`config.mk`:
```
export PLATFORM = sky130hd
export DESIGN_NAME = wm8731_config_sequencer_flat
export DESIGN_NICKNAME = d
export VERILOG_FILES = /design/src/rtl/wm8731_config_sequencer_pkg.sv /design/src/rtl/wm8731_config_sequencer_if.sv /design/src/rtl/wm8731_init_rom.sv /design/src/rtl/wm8731_config_sequencer.sv /design/src/flat_wrapper.sv
export SDC_FILE = /design/constraint.sdc
export NUM_CORES = 1
export LEC_CHECK = 0
export ABC_AREA = 1
export ABC_CLOCK_PERIOD_IN_PS = 3800
export CORE_AREA = 4 4 77 79
export CTS_BUF_LIST = sky130_fd_sc_hd__clkbuf_4 sky130_fd_sc_hd__clkbuf_8
export DETAILED_ROUTE_END_ITERATION = 8
export DIE_AREA = 0 0 81 83
export GPL_ROUTABILITY_DRIVEN = 0
export GPL_TIMING_DRIVEN = 0
export PLACE_DENSITY = 0.82
export SLEW_MARGIN = 20
export SYNTH_ARGS = -nofsm -noshare
export SYNTH_HDL_FRONTEND = slang
export SYNTH_SLANG_ARGS = --single-unit
```
`constraint.sdc`:
```
create_clock -name CLK -period 3.8 [get_ports CLK]
set_clock_uncertainty 0.15 [all_clocks]
set_input_delay 0.76 -clock CLK [delete_from_list [all_inputs] [get_ports CLK]]
set_output_delay 0.76 -clock CLK [all_outputs]
set_load 0.01 [all_outputs]
```
`src/rtl/wm8731_config_sequencer_pkg.sv`:
```
// WM8731 register map, init table constants and FSM encoding
// shared by the configuration sequencer and its init ROM.
package wm8731_config_sequencer_pkg;

    localparam logic [6:0] R0_LLINEIN   = 7'h00;
    localparam logic [6:0] R1_RLINEIN   = 7'h01;
    localparam logic [6:0] R2_LHPOUT    = 7'h02;
    localparam logic [6:0] R3_RHPOUT    = 7'h03;
    localparam logic [6:0] R4_ANAPATH   = 7'h04;
    localparam logic [6:0] R5_DIGPATH   = 7'h05;
    localparam logic [6:0] R6_PWRDOWN   = 7'h06;
    localparam logic [6:0] R7_IFACE     = 7'h07;
    localparam logic [6:0] R8_SAMPLING  = 7'h08;
    localparam logic [6:0] R9_ACTIVE    = 7'h09;
    localparam logic [6:0] R15_RESET    = 7'h0F;

    localparam logic [6:0] I2C_SLAVE_ADDR = 7'h1A;

    localparam int LRHPBOTH = 8;
    localparam int LZCEN    = 7;

    localparam int INIT_LEN = 11;
    localparam int IDX_W    = 4;

    localparam logic [8:0] D_RESET     = 9'h000;
    localparam logic [8:0] D_PWR_OFF   = 9'h010;
    localparam logic [8:0] D_LINEIN    = 9'h017;
    localparam logic [8:0] D_ANAPATH   = 9'h012;
    localparam logic [8:0] D_DIGPATH   = 9'h000;
    localparam logic [8:0] D_IFACE     = 9'h042;
    localparam logic [8:0] D_SAMPLING  = 9'h000;
    localparam logic [8:0] D_ACTIVE    = 9'h001;
    localparam logic [8:0] D_PWR_ON    = 9'h000;

    typedef enum logic [2:0] {
        S_PWR_WAIT,
        S_LOAD,
        S_REQ,
        S_WAIT,
        S_BACKOFF,
        S_IDLE,
        S_FAIL
    } state_t;

    // Headphone volume write: both channels, zero-cross detect off.
    function automatic logic [15:0] hp_vol_word(input logic [6:0] vol);
        logic [8:0] d;
        d           = '0;
        d[LRHPBOTH] = 1'b1;
        d[LZCEN]    = 1'b0;
        d[6:0]      = vol;
        return {R2_LHPOUT, d};
    endfunction

endpackage

```
`src/rtl/wm8731_config_sequencer_if.sv`:
```
// Request/done handshake between the config sequencer
// and the shared I2C master.
interface wm8731_config_sequencer_if;

    logic        I2C_XFER_REQ;
    logic [15:0] I2C_XFER_DATA;
    logic        I2C_XFER_DONE;
    logic        I2C_XFER_NACK;

    modport master (
        output I2C_XFER_REQ,
        output I2C_XFER_DATA,
        input  I2C_XFER_DONE,
        input  I2C_XFER_NACK
    );

    modport slave (
        input  I2C_XFER_REQ,
        input  I2C_XFER_DATA,
        output I2C_XFER_DONE,
        output I2C_XFER_NACK
    );

endinterface

```
`src/rtl/wm8731_init_rom.sv`:
```
// Power-up register table for the WM8731: index in,
// {reg_addr, reg_data} word out, purely combinational.
module wm8731_init_rom
    import wm8731_config_sequencer_pkg::*;
#(
    parameter logic [6:0] DEFAULT_VOLUME = 7'h79
) (
    input  logic [IDX_W-1:0] index,
    output logic [15:0]      word
);

    // Table lookup; unused indices read as zero.
    always_comb begin
        word = '0;
        unique case (index)
            4'd0:    word = {R15_RESET, D_RESET};
            4'd1:    word = {R6_PWRDOWN, D_PWR_OFF};
            4'd2:    word = {R0_LLINEIN, D_LINEIN};
            4'd3:    word = {R1_RLINEIN, D_LINEIN};
            4'd4:    word = hp_vol_word(DEFAULT_VOLUME);
            4'd5:    word = {R4_ANAPATH, D_ANAPATH};
            4'd6:    word = {R5_DIGPATH, D_DIGPATH};
            4'd7:    word = {R7_IFACE, D_IFACE};
            4'd8:    word = {R8_SAMPLING, D_SAMPLING};
            4'd9:    word = {R9_ACTIVE, D_ACTIVE};
            4'd10:   word = {R6_PWRDOWN, D_PWR_ON};
            default: word = '0;
        endcase
    end

endmodule

```
`src/rtl/wm8731_config_sequencer.sv`:
```
// Writes the WM8731 power-up table over I2C with bounded
// NACK retry, then services headphone volume updates.
module wm8731_config_sequencer
    import wm8731_config_sequencer_pkg::*;
#(
    parameter int unsigned POWER_ON_DELAY = 1000000,
    parameter int unsigned RETRY_DELAY    = 5000,
    parameter int unsigned MAX_RETRIES    = 3,
    parameter logic [6:0]  DEFAULT_VOLUME = 7'h79
) (
    input  logic                              CLK,
    input  logic                              RESET,
    wm8731_config_sequencer_if.master         i2c,
    input  logic                              VOL_UPDATE_REQ,
    input  logic [6:0]                        VOL_LEVEL,
    output logic                              CONFIG_DONE,
    output logic                              CONFIG_ERROR,
    output logic                              BUSY
);

    localparam int DLY_MAX = (POWER_ON_DELAY > RETRY_DELAY) ?
                             int'(POWER_ON_DELAY) : int'(RETRY_DELAY);
    localparam int DLY_W   = (DLY_MAX > 2) ? $clog2(DLY_MAX) : 1;
    localparam int RTY_W   = (MAX_RETRIES > 0) ?
                             $clog2(MAX_RETRIES + 1) : 1;

    localparam logic [DLY_W-1:0] PWR_LAST = DLY_W'(POWER_ON_DELAY - 1);
    localparam logic [DLY_W-1:0] BKO_LAST = DLY_W'(RETRY_DELAY - 1);
    localparam logic [RTY_W-1:0] RTY_MAX  = RTY_W'(MAX_RETRIES);
    localparam logic [IDX_W-1:0] IDX_LAST = IDX_W'(INIT_LEN - 1);

    state_t           state, state_n;
    logic [DLY_W-1:0] cnt, cnt_n;
    logic [IDX_W-1:0] idx, idx_n;
    logic [RTY_W-1:0] retry, retry_n;
    logic             req, req_n;
    logic [15:0]      data, data_n;
    logic             done_r, done_n;
    logic             err_r, err_n;
    logic [6:0]       vol_latch, vol_latch_n;
    logic             vol_pend, vol_pend_n;
    logic [15:0]      rom_word;

    wm8731_init_rom #(
        .DEFAULT_VOLUME(DEFAULT_VOLUME)
    ) u_rom (
        .index(idx),
        .word (rom_word)
    );

    // State and datapath registers.
    always_ff @(posedge CLK) begin
        if (RESET) begin
            state     <= S_PWR_WAIT;
            cnt       <= '0;
            idx       <= '0;
            retry     <= '0;
            req       <= 1'b0;
            data      <= '0;
            done_r    <= 1'b0;
            err_r     <= 1'b0;
            vol_latch <= '0;
            vol_pend  <= 1'b0;
        end else begin
            state     <= state_n;
            cnt       <= cnt_n;
            idx       <= idx_n;
            retry     <= retry_n;
            req       <= req_n;
            data      <= data_n;
            done_r    <= done_n;
            err_r     <= err_n;
            vol_latch <= vol_latch_n;
            vol_pend  <= vol_pend_n;
        end
    end

    // Next-state, counters, handshake and volume latch.
    always_comb begin
        state_n     = state;
        cnt_n       = cnt;
        idx_n       = idx;
        retry_n     = retry;
        req_n       = req;
        data_n      = data;
        done_n      = done_r;
        err_n       = err_r;
        vol_latch_n = vol_latch;
        vol_pend_n  = vol_pend;

        unique case (state)
            S_PWR_WAIT: begin
                if (cnt == PWR_LAST) begin
                    cnt_n   = '0;
                    state_n = S_LOAD;
                end else begin
                    cnt_n = cnt + DLY_W'(1);
                end
            end
            S_LOAD: begin
                data_n  = rom_word;
                retry_n = '0;
                state_n = S_REQ;
            end
            S_REQ: begin
                req_n   = 1'b1;
                state_n = S_WAIT;
            end
            S_WAIT: begin
                if (i2c.I2C_XFER_DONE) begin
                    req_n = 1'b0;
                    if (!i2c.I2C_XFER_NACK) begin
                        if (done_r) begin
                            state_n = S_IDLE;
                        end else if (idx == IDX_LAST) begin
                            done_n  = 1'b1;
                            state_n = S_IDLE;
                        end else begin
                            idx_n   = idx + IDX_W'(1);
                            state_n = S_LOAD;
                        end
                    end else if (retry < RTY_MAX) begin
                        retry_n = retry + RTY_W'(1);
                        cnt_n   = '0;
                        state_n = S_BACKOFF;
                    end else begin
                        err_n   = 1'b1;
                        state_n = S_FAIL;
                    end
                end
            end
            S_BACKOFF: begin
                if (cnt == BKO_LAST) begin
                    cnt_n   = '0;
                    state_n = S_REQ;
                end else begin
                    cnt_n = cnt + DLY_W'(1);
                end
            end
            S_IDLE: begin
                if (vol_pend) begin
                    data_n     = hp_vol_word(vol_latch);
                    retry_n    = '0;
                    vol_pend_n = 1'b0;
                    state_n    = S_REQ;
                end
            end
            S_FAIL: begin
                state_n = S_FAIL;
            end
            default: begin
                state_n = S_PWR_WAIT;
            end
        endcase

        // A new request wins over the clear in S_IDLE.
        if (VOL_UPDATE_REQ && (state != S_FAIL)) begin
            vol_latch_n = VOL_LEVEL;
            vol_pend_n  = 1'b1;
        end
    end

    assign i2c.I2C_XFER_REQ  = req;
    assign i2c.I2C_XFER_DATA = data;
    assign CONFIG_DONE       = done_r;
    assign CONFIG_ERROR      = err_r;
    assign BUSY              = !((state == S_IDLE) || (state == S_FAIL));

endmodule

```
`src/flat_wrapper.sv`:
```
// flat-port wrapper written by rule: the top's interface ports become plain ports
module wm8731_config_sequencer_flat import wm8731_config_sequencer_pkg::*;
#(
    parameter int unsigned POWER_ON_DELAY = 1000000,
    parameter int unsigned RETRY_DELAY    = 5000,
    parameter int unsigned MAX_RETRIES    = 3,
    parameter logic [6:0]  DEFAULT_VOLUME = 7'h79
)
  (CLK, RESET, VOL_UPDATE_REQ, VOL_LEVEL, CONFIG_DONE, CONFIG_ERROR, BUSY, i2c_I2C_XFER_REQ, i2c_I2C_XFER_DATA, i2c_I2C_XFER_DONE, i2c_I2C_XFER_NACK);
  wm8731_config_sequencer_if i2c_i ();
  input  logic CLK;
  input  logic RESET;
  input  logic VOL_UPDATE_REQ;
  input  logic [6:0] VOL_LEVEL;
  output logic CONFIG_DONE;
  output logic CONFIG_ERROR;
  output logic BUSY;
  output wire logic [$bits(i2c_i.I2C_XFER_REQ)-1:0] i2c_I2C_XFER_REQ;
  output wire logic [$bits(i2c_i.I2C_XFER_DATA)-1:0] i2c_I2C_XFER_DATA;
  input wire logic [$bits(i2c_i.I2C_XFER_DONE)-1:0] i2c_I2C_XFER_DONE;
  input wire logic [$bits(i2c_i.I2C_XFER_NACK)-1:0] i2c_I2C_XFER_NACK;
  assign i2c_I2C_XFER_REQ = i2c_i.I2C_XFER_REQ;
  assign i2c_I2C_XFER_DATA = i2c_i.I2C_XFER_DATA;
  assign i2c_i.I2C_XFER_DONE = i2c_I2C_XFER_DONE;
  assign i2c_i.I2C_XFER_NACK = i2c_I2C_XFER_NACK;
  wm8731_config_sequencer #(.POWER_ON_DELAY(POWER_ON_DELAY), .RETRY_DELAY(RETRY_DELAY), .MAX_RETRIES(MAX_RETRIES), .DEFAULT_VOLUME(DEFAULT_VOLUME)) u_core (.CLK(CLK), .RESET(RESET), .i2c(i2c_i), .VOL_UPDATE_REQ(VOL_UPDATE_REQ), .VOL_LEVEL(VOL_LEVEL), .CONFIG_DONE(CONFIG_DONE), .CONFIG_ERROR(CONFIG_ERROR), .BUSY(BUSY));
endmodule
```
---- After elaboration in Yosys (flattened, before gate mapping) ----
Memories as Yosys holds them, arrays and structs flattened. A register that Yosys moved wholly into a read port is not among the register bits.
Index checks and enable logic that the tools add are counted.
operators by class
  $add $sub $neg .......................... 3
  magnitude comparators ................... 1
  eq/ne operators ......................... 16
  muxes and demuxes ....................... 30
  bitwise gates (word level) .............. 4
  reduce and logical (&&, ||, !) cells .... 17
operators with widths
  cell                                                                      count
  20-bit two-way mux                                                        5
  20-bit case mux with 3 select lines                                       1
  16-bit case mux with 2 select lines                                       1
  3-bit two-way mux                                                         7
  3-bit case mux with 7 select lines                                        1
  20-bit by 1-bit adder with 20-bit output (second input constant)          1
  20-bit by 13-bit == test with 1-bit output (second input constant)        1
  20-bit == test (second input constant)                                    1
  16-bit two-way mux                                                        1
  4-bit AND reduction                                                       3
  2-bit two-way mux                                                         5
  5-bit AND reduction                                                       2
  3-bit == test (second input constant)                                     3
  4-bit two-way mux                                                         2
  2-bit by 1-bit inequality test with 1-bit output (second input constant)  4
  3-bit by 2-bit == test with 1-bit output (second input constant)          2
  2-bit case mux with 3 select lines                                        1
  2-bit nonzero test                                                        3
  3-bit nonzero test                                                        2
  1-bit two-way mux                                                         5
  4-bit by 1-bit adder with 4-bit output (second input constant)            1
  4-bit == test (second input constant)                                     1
  2-bit inequality test (second input constant)                             2
  1-bit NOT                                                                 4
  11 further kinds                                                          12
word-level totals
  register bits after elaboration ......... 56
  ROM bits ................................ 192
  output and inout port bits .............. 20
  memories ................................ 1
memories
  name              words  width  rd ports  clocked after Yosys merged registers in  wr ports  RTL line               source
  (name not given)  16     12     1         1                                        0         wm8731_init_rom.sv:15  unique case (index)

---- Depth between registers and ports, before layout ----
Gate-level depths: netlist of run 1.
  depth in word-level cells ............... 6
  gate-level depth with buffers ........... 14

---- Modules after synthesis ----
A second synthesis of run 1 with hierarchy kept.
unflattened totals
  cell total of the unflattened synthesis .. 428
  area total of the unflattened synthesis .. 2955.3 um^2
by module, submodules not included
  module                   instances  cells an instance  area an instance (um^2)  sequential area each (um^2)
  wm8731_config_sequencer  1          383                2710.1                   1121.1
  wm8731_init_rom          1          45                 245.2                    0.0

---- Worst setup path before layout of run 1 ----
No wires, ideal clock.
  kind .................................... input to register
  start ................................... input port i2c_I2C_XFER_NACK
  end ..................................... register, netlist name u_core.u_rom.word[10]
  library setup time ...................... 0.113 ns
  arrival time ............................ 1.970 ns
  slack ................................... 1.567 ns
  stages on the path ...................... 12
  cells stage by stage .................... nor2_1 inv_1 nor2_1 nand2_1 nand2_1 nand3_1 inv_2 ha_1 inv_1 o21ai_0 nand2_1 nand2_1
between the ends
  longest elaborated chain between the ends .. 4
RTL lines
  item                                       RTL line            source
  start, declared                            flat_wrapper.sv:21  input wire logic [$bits(i2c_i.I2C_XFER_NACK)-1:0] i2c_I2C_XFER_NACK;
  1-bit NOT (no line)                        -
  5-bit AND reduction (no line)              -
  4-bit two-way mux (no line) (2 in series)  -
Every way passes these cells.
A chain may end at the register's enable or synchronous reset.

---- Worst setup path in the final report of run 1 ----
  start ................................... register u_core.state[2]
  end ..................................... output port BUSY
between the ends
  longest elaborated chain between the ends .. 3
RTL lines
  item                    RTL line                        source
  start, declared         wm8731_config_sequencer.sv:32   state_t state, state_n;
  start signal, assigned  wm8731_config_sequencer.sv:65   state <= state_n;
  3-bit == test           wm8731_config_sequencer.sv:167  assign BUSY = !((state == S_IDLE) || (state == S_FAIL));
  1-bit logical OR (*)    wm8731_config_sequencer.sv:167
  1-bit zero test (*)     wm8731_config_sequencer.sv:167
  end, declared           flat_wrapper.sv:17              output logic BUSY;
Mark *: on every way between the ends. The rest lies on a longest branch, timed or not.

==> results.txt, run 1 <==
DP Area - 0.00347 mm²
Final count of hold timing violations - 0
Total track usage - 22.1%
Area growth from synthesis to final layout - 18.4%
Largest net degree at the start of global routing - 13
Number of different library cells in the post-synthesis netlist - 38
Arrival time of data at the critical path endpoint - 1930 ps
Post-route DRC violation count - 0
Vias per cell - 5.15
Launching element of the worst setup path - u_core.state[2]
Seq/Total Area, Yosys - 40.1%
# diodes - 0
Post-CTS Setup Inserts - 0
X dimension of the die - 81 µm
Clk root buf - clkbuf_8
Placed cell count - 542
Antenna violations before repair - 0
Setup Slack @ Placement - 828 ps
Worst vdd ir - 0.336 mV
Post-route design area - 0.00367 mm²
Number of global-route vias before repair - 2775
TritonCTS clock tree - yes
Clk sinks - 62
Setup slack after layout - 964 ps
Reg-to-Reg Start - u_core.idx[0]
Fraction of synthesized cell area taken by the top area cell type - 40.1%
Post-DR wirelength/cell - 12.2 µm
Most common cell after layout, fill and taps aside - nand2_1
TritonRoute pass-1 iters - 5
Total of max-cap violations - 0
Initial drt markers - 214
FF+latch count, synth - 62
Post-synthesis cell count - 440
Final worst path period share - 74.6%
Ports - 32
Accumulated negative setup slack - 0 ps
Total Routed Length - 6820 µm
Total number of nets in the final design - 500
Post-cts resize count - 0
Element type at the critical path start - flip-flop
Async set or reset register ratio after synthesis - 0%
Area used by multi-input combinational logic - 0.00156 mm²
Period minus WS final - 2840 ps
Count of yosys warnings during synthesis - 0
Synth Flop Type - dfxtp_1
Netlist area before placement - 0.00310 mm²
Leading cell types by total area after synthesis - dfxtp_1, nand2_1, nor2_1
Largest area contributor in the netlist - dfxtp_1
Register clock-pin slew on the reported worst setup and hold paths - 70 ps
Count of input and output buffers - 27
Fraction of layout cells with a size suffix above 1 - 9.88%
Number of pins with negative max-slew slack in the final report - 0
Starting density of the core - 58.0%
Crit Path Max Fanout - 9
Number of nets with antenna violations after detailed routing - 0
First-pass GRT wire length - 11900 µm
Critical path cell sequence - buf_6 > clkinv_4 > nor3_1 > inv_1 > nand2_1 > inv_1 > clkdlybuf4s50_1
Total CTS buffers - 9
Critical path capture point type - primary output
Core Rows - 27
Avg Inst Size Synth - 7.04 µm²
Critical path buffer and inverter count - 5
Sequential Area - 0.00124 mm²
Source-to-sink clock delay at the later pin of the worst-skew pair - 330 ps
Post-Route Utilization - 68.7%
Hold Path Class - flip-flop to flip-flop
RSZ-0062 raised after global routing - no
Non-filler cells in the finished layout - 558
Die area - 0.00672 mm²
Detail Placement HPWL - 5190 µm
Die extent in y - 83 µm
Slowest CP cell - clkdlybuf4s50_1
EDFF count, synth - 0
Final setup vio count - 0
Cell with the most instances on the worst path - inv_1
Crit path max-delay family - buffers and inverters
Commonest cells after routing, fill and taps aside - nand2_1, nor2_1, dfxtp_1, inv_1, a21oi_1
Kind of critical path - flip-flop to primary output
Normalized max-slew margin - 65.2%
Core Region - 0.00534 mm²
Filler cells - 466
Total global routing overflow - 0
Delay contributed by the slowest stage of the critical path - 470 ps
Worst slew pin tran - 522 ps
Hold_buf cts - 0
Total number of vias - 2873
Worst EP required - 2890 ps
Min-Delay Startpoint - u_core.u_rom.word[11]
Max Freq - 0.353 GHz
Number of buffers on the longest clock path - 2
Pwr per Cell Area - 516 mW/mm²
# H-tree levels - 3
Status - complete, no violations
Leakage power - 1.59 nW
[flip-flops by register name, indices dropped and copies added, names as in the netlist]
name                      flops
u_core.cnt                   20
u_core.i2c.I2C_XFER_REQ       1
u_core.vol_pend               1
u_core.CONFIG_ERROR           1
u_core.vol_latch              7
u_core.idx                    4
u_core.retry                  2
u_core.state                  3
u_core.u_rom.word            10
u_core.CONFIG_DONE            1
u_core.i2c.I2C_XFER_DATA     12
[stage by stage]
step | power, mW | hold WS, ps
after floorplan | 1.17 | 279
after global placement | 1.31 | 289
after detailed placement | 1.33 | 293
after CTS | 1.90 | 301
after global routing | 2.02 | 318
final | 1.89 | 299
[worst paths after layout]
check | cells after the start | endpoint | slack, ps
worst min-delay path | 2 | u_core.i2c.I2C_XFER_DATA[11] | 300
worst max-delay path | 7 | BUSY | 960
worst max register to register | 14 | u_core.u_rom.word[9] | 1470
worst min register to register | 2 | u_core.i2c.I2C_XFER_DATA[11] | 300
[report_power, final]
part / switching, mW / total (mW) / internal, mW / leakage, nW
clock network: 0.269 / 0.573 / 0.305 / 0.0996
registers: 0.0504 / 0.766 / 0.715 / 0.503
logic: 0.344 / 0.555 / 0.211 / 0.983
[tightest hold or removal path: stages, from the launching register on]
cell and delay, ps:
dfxtp_1 300, nand2_1 50, a21oi_1 50
[routing by layer]
| layer | share of wire, % | global-route usage, % | up-vias | routed length [µm] |
|---|---|---|---|---|
| li1 | - | - | 1492 | - |
| met1 | 43 | 26.5 | 1279 | 2950 |
| met2 | 50 | 37.2 | 90 | 3410 |
| met3 | 4.8 | 4.66 | 12 | 324 |
| met4 | 2.0 | 10.1 | 0 | 133 |
| met5 | 0 | 0 | - | 0 |
[cell type report]
type / instances / area share [%]
Clock inverter: 7 / 2.01
Tap cell: 72 / 2.46
Clock buffer: 9 / 3.38
Inverter: 56 / 5.94
Buffer: 14 / 2.59
Sequential cell: 62 / 33.8
Timing Repair Buffer: 27 / 7.37
Multi-Input combinational cell: 311 / 42.4
[cells in the mapped netlist (4+ instances only)]
library cell,count
o21ai_0,22
buf_2,4
nand2_1,89
dfxtp_1,62
nor3_1,6
a21oi_1,33
inv_1,53
buf_4,4
nand3_1,29
nor2_1,65
xor2_1,9
nand4_1,13
o21ai_1,5
ha_1,7
nand2_2,4
[cells by family (layout without fill, tap and decap cells)]
group	after synthesis	count (layout)	share of synthesized area [%]
AOI/OAI and AO/OA	69	69	12.0
xor gates and xnor gates	10	10	2.83
adders and majority gates	7	7	2.83
buffers and inverters	70	113	10.1
DFF	62	62	40.1
muxes	1	1	0.323
other	1	4	0.121
and+or+nand+nor	220	220	31.7
(Power assumes the default switching activity.)
==> run 2: changes to the inputs <==
Settings changed: ABC_CLOCK_PERIOD_IN_PS 3800 to 2250, CORE_AREA 4 4 77 79 to 4 4 82 84, DIE_AREA 0 0 81 83 to 0 0 86 88, PLACE_DENSITY 0.82 to 0.76.
Clock period 3.8 ns to 2.25 ns, I/O delays scaled along.
==> run 2 against run 1 <==
Compared with the run above: die area is 13% higher; count of clock-buffer cells in the layout stayed put; register-to-register slack worse by 1300 ps; via count is 0.80% higher; sequential cell count stayed put; combinational power is 74% higher; highest routed layer unchanged.
==> results.txt, run 2 (synthesis gave the netlist of run 1 again) <==
Total number of nets in the final design - 505
Leakage power - 1.61 nW
Launching element of the worst setup path - u_core.state[1]
Placed cell count - 545
Total of max-cap violations - 0
Number of nets with antenna violations after detailed routing - 0
Clk root buf - clkbuf_8
Met3 Track Usage GR - 3.95%
Hold_ws - 289 ps
Initial drt markers - 107
Total global routing overflow - 0
Die extent in y - 88 µm
Clk sinks - 62
Number of global-route vias before repair - 2741
Final setup vio count - 0
First-pass GRT wire length - 11900 µm
Number of pins with negative max-slew slack in the final report - 0
Total number of vias - 2896
TritonRoute pass-1 iters - 4
Detail Placement HPWL - 5280 µm
Status - complete, no violations
X dimension of the die - 86 µm
Largest net degree at the start of global routing - 12
TritonCTS clock tree - yes
Source-to-sink clock delay at the later pin of the worst-skew pair - 340 ps
Post-DR wirelength/cell - 12.7 µm
Post-route DRC violation count - 0
Pwr per Cell Area - 853 mW/mm²
Kind of critical path - flip-flop to primary output
Largest register FFs - 20
Post-Route Utilization - 63.6%
Filler cells - 547
Normalized max-slew margin - 65.3%
Commonest cells after routing, fill and taps aside - nand2_1, nor2_1, dfxtp_1, inv_1, a21oi_1
Total CTS buffers - 9
Core Rows - 28
Worst slew pin tran - 515 ps
Ports - 32
Hold Path Class - flip-flop to flip-flop
Hold_buf cts - 0
Element type at the critical path start - flip-flop
Core Region - 0.00592 mm²
# diodes - 0
Antenna violations before repair - 0
Die area - 0.00757 mm²
Total Routed Length - 7180 µm
Number of buffers on the longest clock path - 2
# H-tree levels - 3
Reg-to-Reg Start - u_core.idx[0]
Setup Slack @ Placement - -403 ps
Non-filler cells in the finished layout - 565
Final Power - 3.21 mW
Count of input and output buffers - 27
Final worst path period share - 94.5%
Register clock-pin slew on the reported worst setup and hold paths - 70 ps
Arrival time of data at the critical path endpoint - 1530 ps
Worst EP required - 1650 ps
Post-route design area - 0.00377 mm²
Starting density of the core - 52.3%
Fraction of layout cells with a size suffix above 1 - 13.7%
Setup slack after layout - 123 ps
Period minus WS final - 2130 ps
Area growth from synthesis to final layout - 21.6%
Most used routing layer - met2
Most common cell after layout, fill and taps aside - nand2_1
Global-route track usage on met2 - 35.3%
Total track usage - 19.8%
GR Util met1 - 22.2%
Worst vdd ir - 0.506 mV
Vias per cell - 5.13
Crit Path Max Fanout - 6
Register containing the most flip-flops in the final layout - u_core.cnt
Area used by multi-input combinational logic - 0.00162 mm²
Accumulated negative setup slack - 0 ps
Min-Delay Startpoint - u_core.u_rom.word[9]
Final count of hold timing violations - 0
DP Area - 0.00347 mm²
Critical path capture point type - primary output
Sequential Area - 0.00125 mm²
Max Freq - 0.470 GHz
## run 2: worst paths after layout
path / end / cells past startpoint / slack (ps)
max: BUSY / 6 / 120
min: u_core.i2c.I2C_XFER_DATA[9] / 2 / 290
max reg2reg: u_core.u_rom.word[9] / 14 / 160
min reg2reg: u_core.i2c.I2C_XFER_DATA[9] / 2 / 290
## run 2: what timing repair did
item | CTS | global route
buffers inserted | 0 | 5
gates cloned | 0 | 0
endpoints found under the setup margin | 3 | 8
pin swaps | 0 | 3
resized for setup | 7 | 16
## run 2: critical path, stage by stage (launching register included)
cell and delay (ps):
dfxtp_2 400, inv_1 120, nor3_4 210, inv_2 70, nand2_1 60, inv_1 40
dlygate4sd2_1 280
## run 2: metal layers
| layer | wire length [µm] | vias to the layer above |
|---|---|---|
| met2 | 3730 | 56 |
| met3 | 273 | 9 |
| met4 | 104 | 0 |
| met5 | 0 | - |
| li1 | - | 1509 |
| met1 | 3070 | 1322 |
## run 2: layout make-up
type | count | share of cell area (%)
Sequential cell | 62 | 33.1
Tap cell | 75 | 2.49
Multi-Input combinational cell | 311 | 42.9
Timing Repair Buffer | 32 | 8.20
Clock buffer | 9 | 3.29
Buffer | 14 | 2.52
Inverter | 56 | 5.78
Clock inverter | 6 | 1.69
## run 2: power breakdown
group	internal, mW	switching, mW
Combinational	0.360	0.603
Clock	0.502	0.444
Sequential	1.21	0.0903
